[config.mk]
export PLATFORM = sky130hd
export DESIGN_NAME = soc_cmd_sequencer
export DESIGN_NICKNAME = d
export VERILOG_FILES = /design/src/rtl/soc_cmd_sequencer.sv
export SDC_FILE = /design/constraint.sdc
export NUM_CORES = 1
export LEC_CHECK = 0
export BUFFER_PORTS_ARGS = -buffer_cell sky130_fd_sc_hd__buf_2
export CAP_MARGIN = 20
export CORE_UTILIZATION = 50
export CTS_BUF_LIST = sky130_fd_sc_hd__clkbuf_8 sky130_fd_sc_hd__clkbuf_16
export CTS_CLUSTER_DIAMETER = 50
export CTS_CLUSTER_SIZE = 12
export DETAILED_ROUTE_END_ITERATION = 8
export PLACE_DENSITY = 0.68
export SLEW_MARGIN = 20
export SYNTH_ARGS = -nofsm -noshare
export SYNTH_HDL_FRONTEND = slang
export SYNTH_SLANG_ARGS = --single-unit
[constraint.sdc]
create_clock -name clk -period 10 [get_ports clk]
set_input_delay 1 -clock clk [delete_from_list [all_inputs] [get_ports clk]]
set_output_delay 1 -clock clk [all_outputs]
set_load 0.005 [all_outputs]
[src/rtl/soc_cmd_sequencer.sv]
// Two-byte command sequencer for the CI harness: SoC clock gate, reset pulse, UART routing.
// Optional argument-byte timeout is enabled by defining SOC_CMD_TIMEOUT_EN.
module soc_cmd_sequencer #(
  parameter int PULSE_UNIT     = 1000,
  parameter int CNT_W          = 20,
  parameter int TIMEOUT_CYCLES = 2700000
) (
  input  logic       clk,
  input  logic       resetn,
  input  logic       rx_valid,
  input  logic [7:0] rx_data,
  input  logic       tx_busy,
  output logic       tx_en,
  output logic [7:0] tx_data,
  output logic       soc_clk_en,
  output logic       soc_reset,
  output logic       tx_route,
  output logic       rx_block,
  output logic       led_n
);

  typedef enum logic [1:0] {
    IDLE,
    GET_ARG,
    EXEC,
    SEND
  } state_t;

  localparam logic [7:0] ACK = 8'hA5;
  localparam logic [7:0] NAK = 8'h5A;
  localparam logic [7:0] TMO = 8'hEE;

  state_t state, state_nx;

  logic [7:0]       opcode;
  logic [7:0]       arg;
  logic [CNT_W-1:0] cnt;
  logic [CNT_W-1:0] load_val;
  logic             timed;
  logic             tx_sel;
  logic             overrun;
  logic             own_tx;
  logic             timeout;

  assign load_val = CNT_W'(arg) * CNT_W'(PULSE_UNIT);

`ifdef SOC_CMD_TIMEOUT_EN
  localparam int TW = $clog2(TIMEOUT_CYCLES + 1);

  logic [TW-1:0] tcnt;

  always_ff @(posedge clk or negedge resetn) begin
    if (!resetn)
      tcnt <= '0;
    else if (state != GET_ARG)
      tcnt <= '0;
    else
      tcnt <= tcnt + 1'b1;
  end

  // A byte arriving on the expiry cycle still counts as the argument.
  assign timeout = (state == GET_ARG) && !rx_valid &&
                   (tcnt == TW'(TIMEOUT_CYCLES - 1));
`else
  assign timeout = 1'b0;
`endif

  always_ff @(posedge clk or negedge resetn) begin
    if (!resetn)
      state <= IDLE;
    else
      state <= state_nx;
  end

  always_comb begin
    state_nx = state;
    tx_en    = 1'b0;
    unique case (state)
      IDLE: begin
        if (rx_valid)
          state_nx = GET_ARG;
      end
      GET_ARG: begin
        if (rx_valid)
          state_nx = EXEC;
        else if (timeout)
          state_nx = SEND;
      end
      EXEC: begin
        state_nx = SEND;
      end
      SEND: begin
        if (!tx_busy) begin
          tx_en    = 1'b1;
          state_nx = IDLE;
        end
      end
      default: state_nx = IDLE;
    endcase
  end

  always_ff @(posedge clk or negedge resetn) begin
    if (!resetn) begin
      opcode <= '0;
      arg    <= '0;
    end else begin
      if (state == IDLE && rx_valid)
        opcode <= rx_data;
      if (state == GET_ARG && rx_valid)
        arg <= rx_data;
    end
  end

  // own_tx keeps the wire on the controller until our byte has left.
  always_ff @(posedge clk or negedge resetn) begin
    if (!resetn)
      own_tx <= 1'b0;
    else if (tx_en)
      own_tx <= 1'b1;
    else if (!tx_busy)
      own_tx <= 1'b0;
  end

  always_ff @(posedge clk or negedge resetn) begin
    if (!resetn) begin
      tx_data    <= '0;
      soc_clk_en <= 1'b1;
      soc_reset  <= 1'b0;
      tx_sel     <= 1'b0;
      rx_block   <= 1'b0;
      overrun    <= 1'b0;
      cnt        <= '0;
      timed      <= 1'b0;
    end else begin
      if (timed && cnt != '0) begin
        cnt <= cnt - 1'b1;
        if (cnt == CNT_W'(1)) begin
          soc_reset <= 1'b0;
          timed     <= 1'b0;
        end
      end
      if (timeout)
        tx_data <= TMO;
      if (state == EXEC) begin
        tx_data <= ACK;
        case (opcode)
          8'h10: soc_clk_en <= arg[0];
          8'h20: begin
            soc_reset <= 1'b1;
            cnt       <= load_val;
            timed     <= (arg != 8'h00);
          end
          8'h21: begin
            soc_reset <= 1'b0;
            cnt       <= '0;
            timed     <= 1'b0;
          end
          8'h30: tx_sel <= arg[0];
          8'h31: rx_block <= arg[0];
          8'h40: begin
            tx_data <= {soc_reset, soc_clk_en, tx_sel,
                        rx_block, overrun, 3'b000};
            overrun <= 1'b0;
          end
          default: tx_data <= NAK;
        endcase
      end
      // A byte dropped on a STATUS cycle is a fresh overrun.
      if ((state == EXEC || state == SEND) && rx_valid)
        overrun <= 1'b1;
    end
  end

  assign tx_route = tx_sel | (state == SEND) | (own_tx & tx_busy);
  assign led_n    = ~soc_reset;

endmodule

==> metrics <==
status complete, no violations; layout cell share with drive strength beyond 1 0.154; Mapped Cells 395; Final Hold Fails 0; worst path arrival time 4320 ps; RR Endpoint cnt[13]; syn_area_per_cell between 10 and 15 µm²; H-tree Lvls 2; Async S/R FF share, synth 1.00; clk buf depth 2; Crit path largest cell delay 630 ps; Die Span Y between 90 and 100 µm; DP HPWL 6290 µm; WP buf/inv 2; initial antenna violation count 0; most frequent CP cell fa_1; clk slew on worst S/H paths 100 ps; Seq/Total Area, Yosys 0.322; relative slew slack 0.552; hold depth 1; Max-Cap Viols 0; Num CTS Buffers 5; GRT overflow 0; synthesis-stage register bit count 52; worst slew pin tran 671 ps; via/cell ratio 5.40; final setup vio count 0; post-route clock period utilization 0.414; Synth cell types 52; dominant cell type by area after synthesis dfrtp_1; overall routing resource usage 0.206; Worst setup SP type flop; first-pass GRT wire length 13800 µm; Clock Root Buffer clkbuf_8; Highest Clock Rate approximately 240 MHz; setup TNS 0 ps; Worst Hold End own_tx; Max Slew Vio Count 0; num ports 26; Hold-fix buffers, CTS 0; DRT Wirelength 7910 µm; Starting Density 0.520; Placer Congestion between 0.8 and 0.9; FF-to-FF path depth 14; slowest CP cell fa_1; most frequent cells after synthesis 51 x dfrtp_1, 51 x inv_1, 50 x ha_1; clock latency on the worst-skew pair 310 ps; Net Count, Synth 478; # Post-CTS Setup Buffers 0; crit-path cells fa_1, xor2_1, ha_1, inv_1, fa_1, fa_1, inv_1, ha_1, o21ai_0, nor2_1, o31ai_1, a21boi_0, a22oi_1, o21ai_1; placed cell area around 4300 µm²; Final Skew ~15 ps; mapped cell area 4040 µm²; CTS sink count between 50 and 60; FF-to-FF Start arg[0]; WS Path Type reg2reg; met2 WL between 3000 and 4000 µm; uppermost layer routed met4; DRT iter0 DRCs 117; Met3 Wirelength 192 µm; Final ANT Viol Nets 0; Worst path top cell family by delay adder cells; nets@finish 503; EDFF count, synth 0; ANT cells 0; Std-Cell Rows 32; FF-to-FF setup slack just under 6000 ps; largest net degree at the start of global routing 53; top_reg_cell synth dfrtp_1; core area between 7000 and 8000 µm²; Crit. End Element flop; fillcell total between 700 and 800; hold path startpoint own_tx; Port Buffers 25; synth top area cells dfrtp_1 32%, ha_1 15%, fa_1 10%; RSZ-0062 raised after global routing false; CTS tree done; fin crit period 4140 ps; area added between synthesis and finish 7.84%; total die area 8440 µm²; WL met1 about 3900 µm; Hold WC Path Type reg2reg; cts repair resizes 0; Req. time, crit path between 10000 and 15000 ps; number of global-route vias before repair 2854; DIE WIDTH 91.9 µm; Avg WL per Cell 15.1 µm; Placement Setup Slack 5880 ps; maximum fanout along the worst path 8; final instance area 4360 µm²; final worst slack 5860 ps; post-synth top area share 0.316; via count 2825; Synth Warn # 0; Remaining DRCs 0; drt first pass iters 4
how the worst max path moves through the flow:
stage               startpoint  endpoint  slack (ps)  depth (start not counted)
floorplan               arg[1]   cnt[16]        6220                         13
global placement        arg[5]   cnt[14]        6030                         14
detailed placement      arg[0]   cnt[13]        5880                         14
CTS                     arg[0]   cnt[13]        5840                         14
global route            arg[5]   cnt[16]        5620                         14
finish                  arg[0]   cnt[13]        5860                         14
cells by family after synthesis:
family | Yosys count | share of synthesized area
compound gates | 75 | 0.117
flops | 52 | 0.322
buf+inv | 60 | 0.0576
fa+ha+maj | 71 | 0.259
xor+xnor | 26 | 0.0564
mux | 19 | 0.0530
simple gates | 92 | 0.135
cell type report:
type,count,area [µm²],area share
timing repair buffer,27,140,0.0322
sequential,52,1300,0.299
multi-input combinational,283,2500,0.575
clock inverter,3,21.3,0.00488
clock buffer,5,68.8,0.0158
tap,102,128,0.0293
inverter,51,191,0.0439
layout by cell type (no fill, tap or decap), drive strengths merged, types with 4 or more instances in the layout:
cell,n
mux2,19
or3,7
inv,52
o31ai,5
a21boi,4
o21ai,23
xnor2,16
nor3,9
o211ai,4
nor4,10
clkbuf,5
buf,27
a21oi,15
a211oi,4
nand2b,6
o22ai,6
xor2,10
dfrtp,51
a21o,4
fa,21
ha,50
nand2,12
nor2,24
sequential cells by signal, indices dropped and copies added (netlist names), 2 cells and up:
register / cells
cnt: 20
arg: 8
opcode: 8
state: 2
tx_data: 7
through the flow:
stage                     hold WS [ps]  instances   util
after CTS                          502        523  0.561
after global placement             460        515  0.549
final                              500        523  0.561
after global routing               524        523  0.561
after detailed placement           478        515  0.549
after floorplan                    451        395      -
routing by layer:
layer,vias to the layer above,global-route usage
met4,0,0.0469
met3,6,0.0257
met2,34,0.334
li1,1401,-
met1,1384,0.297
met5,-,0
Power is not shown: default switching activity piles up to over one toggle a cycle in this logic, so the estimate is an artifact.
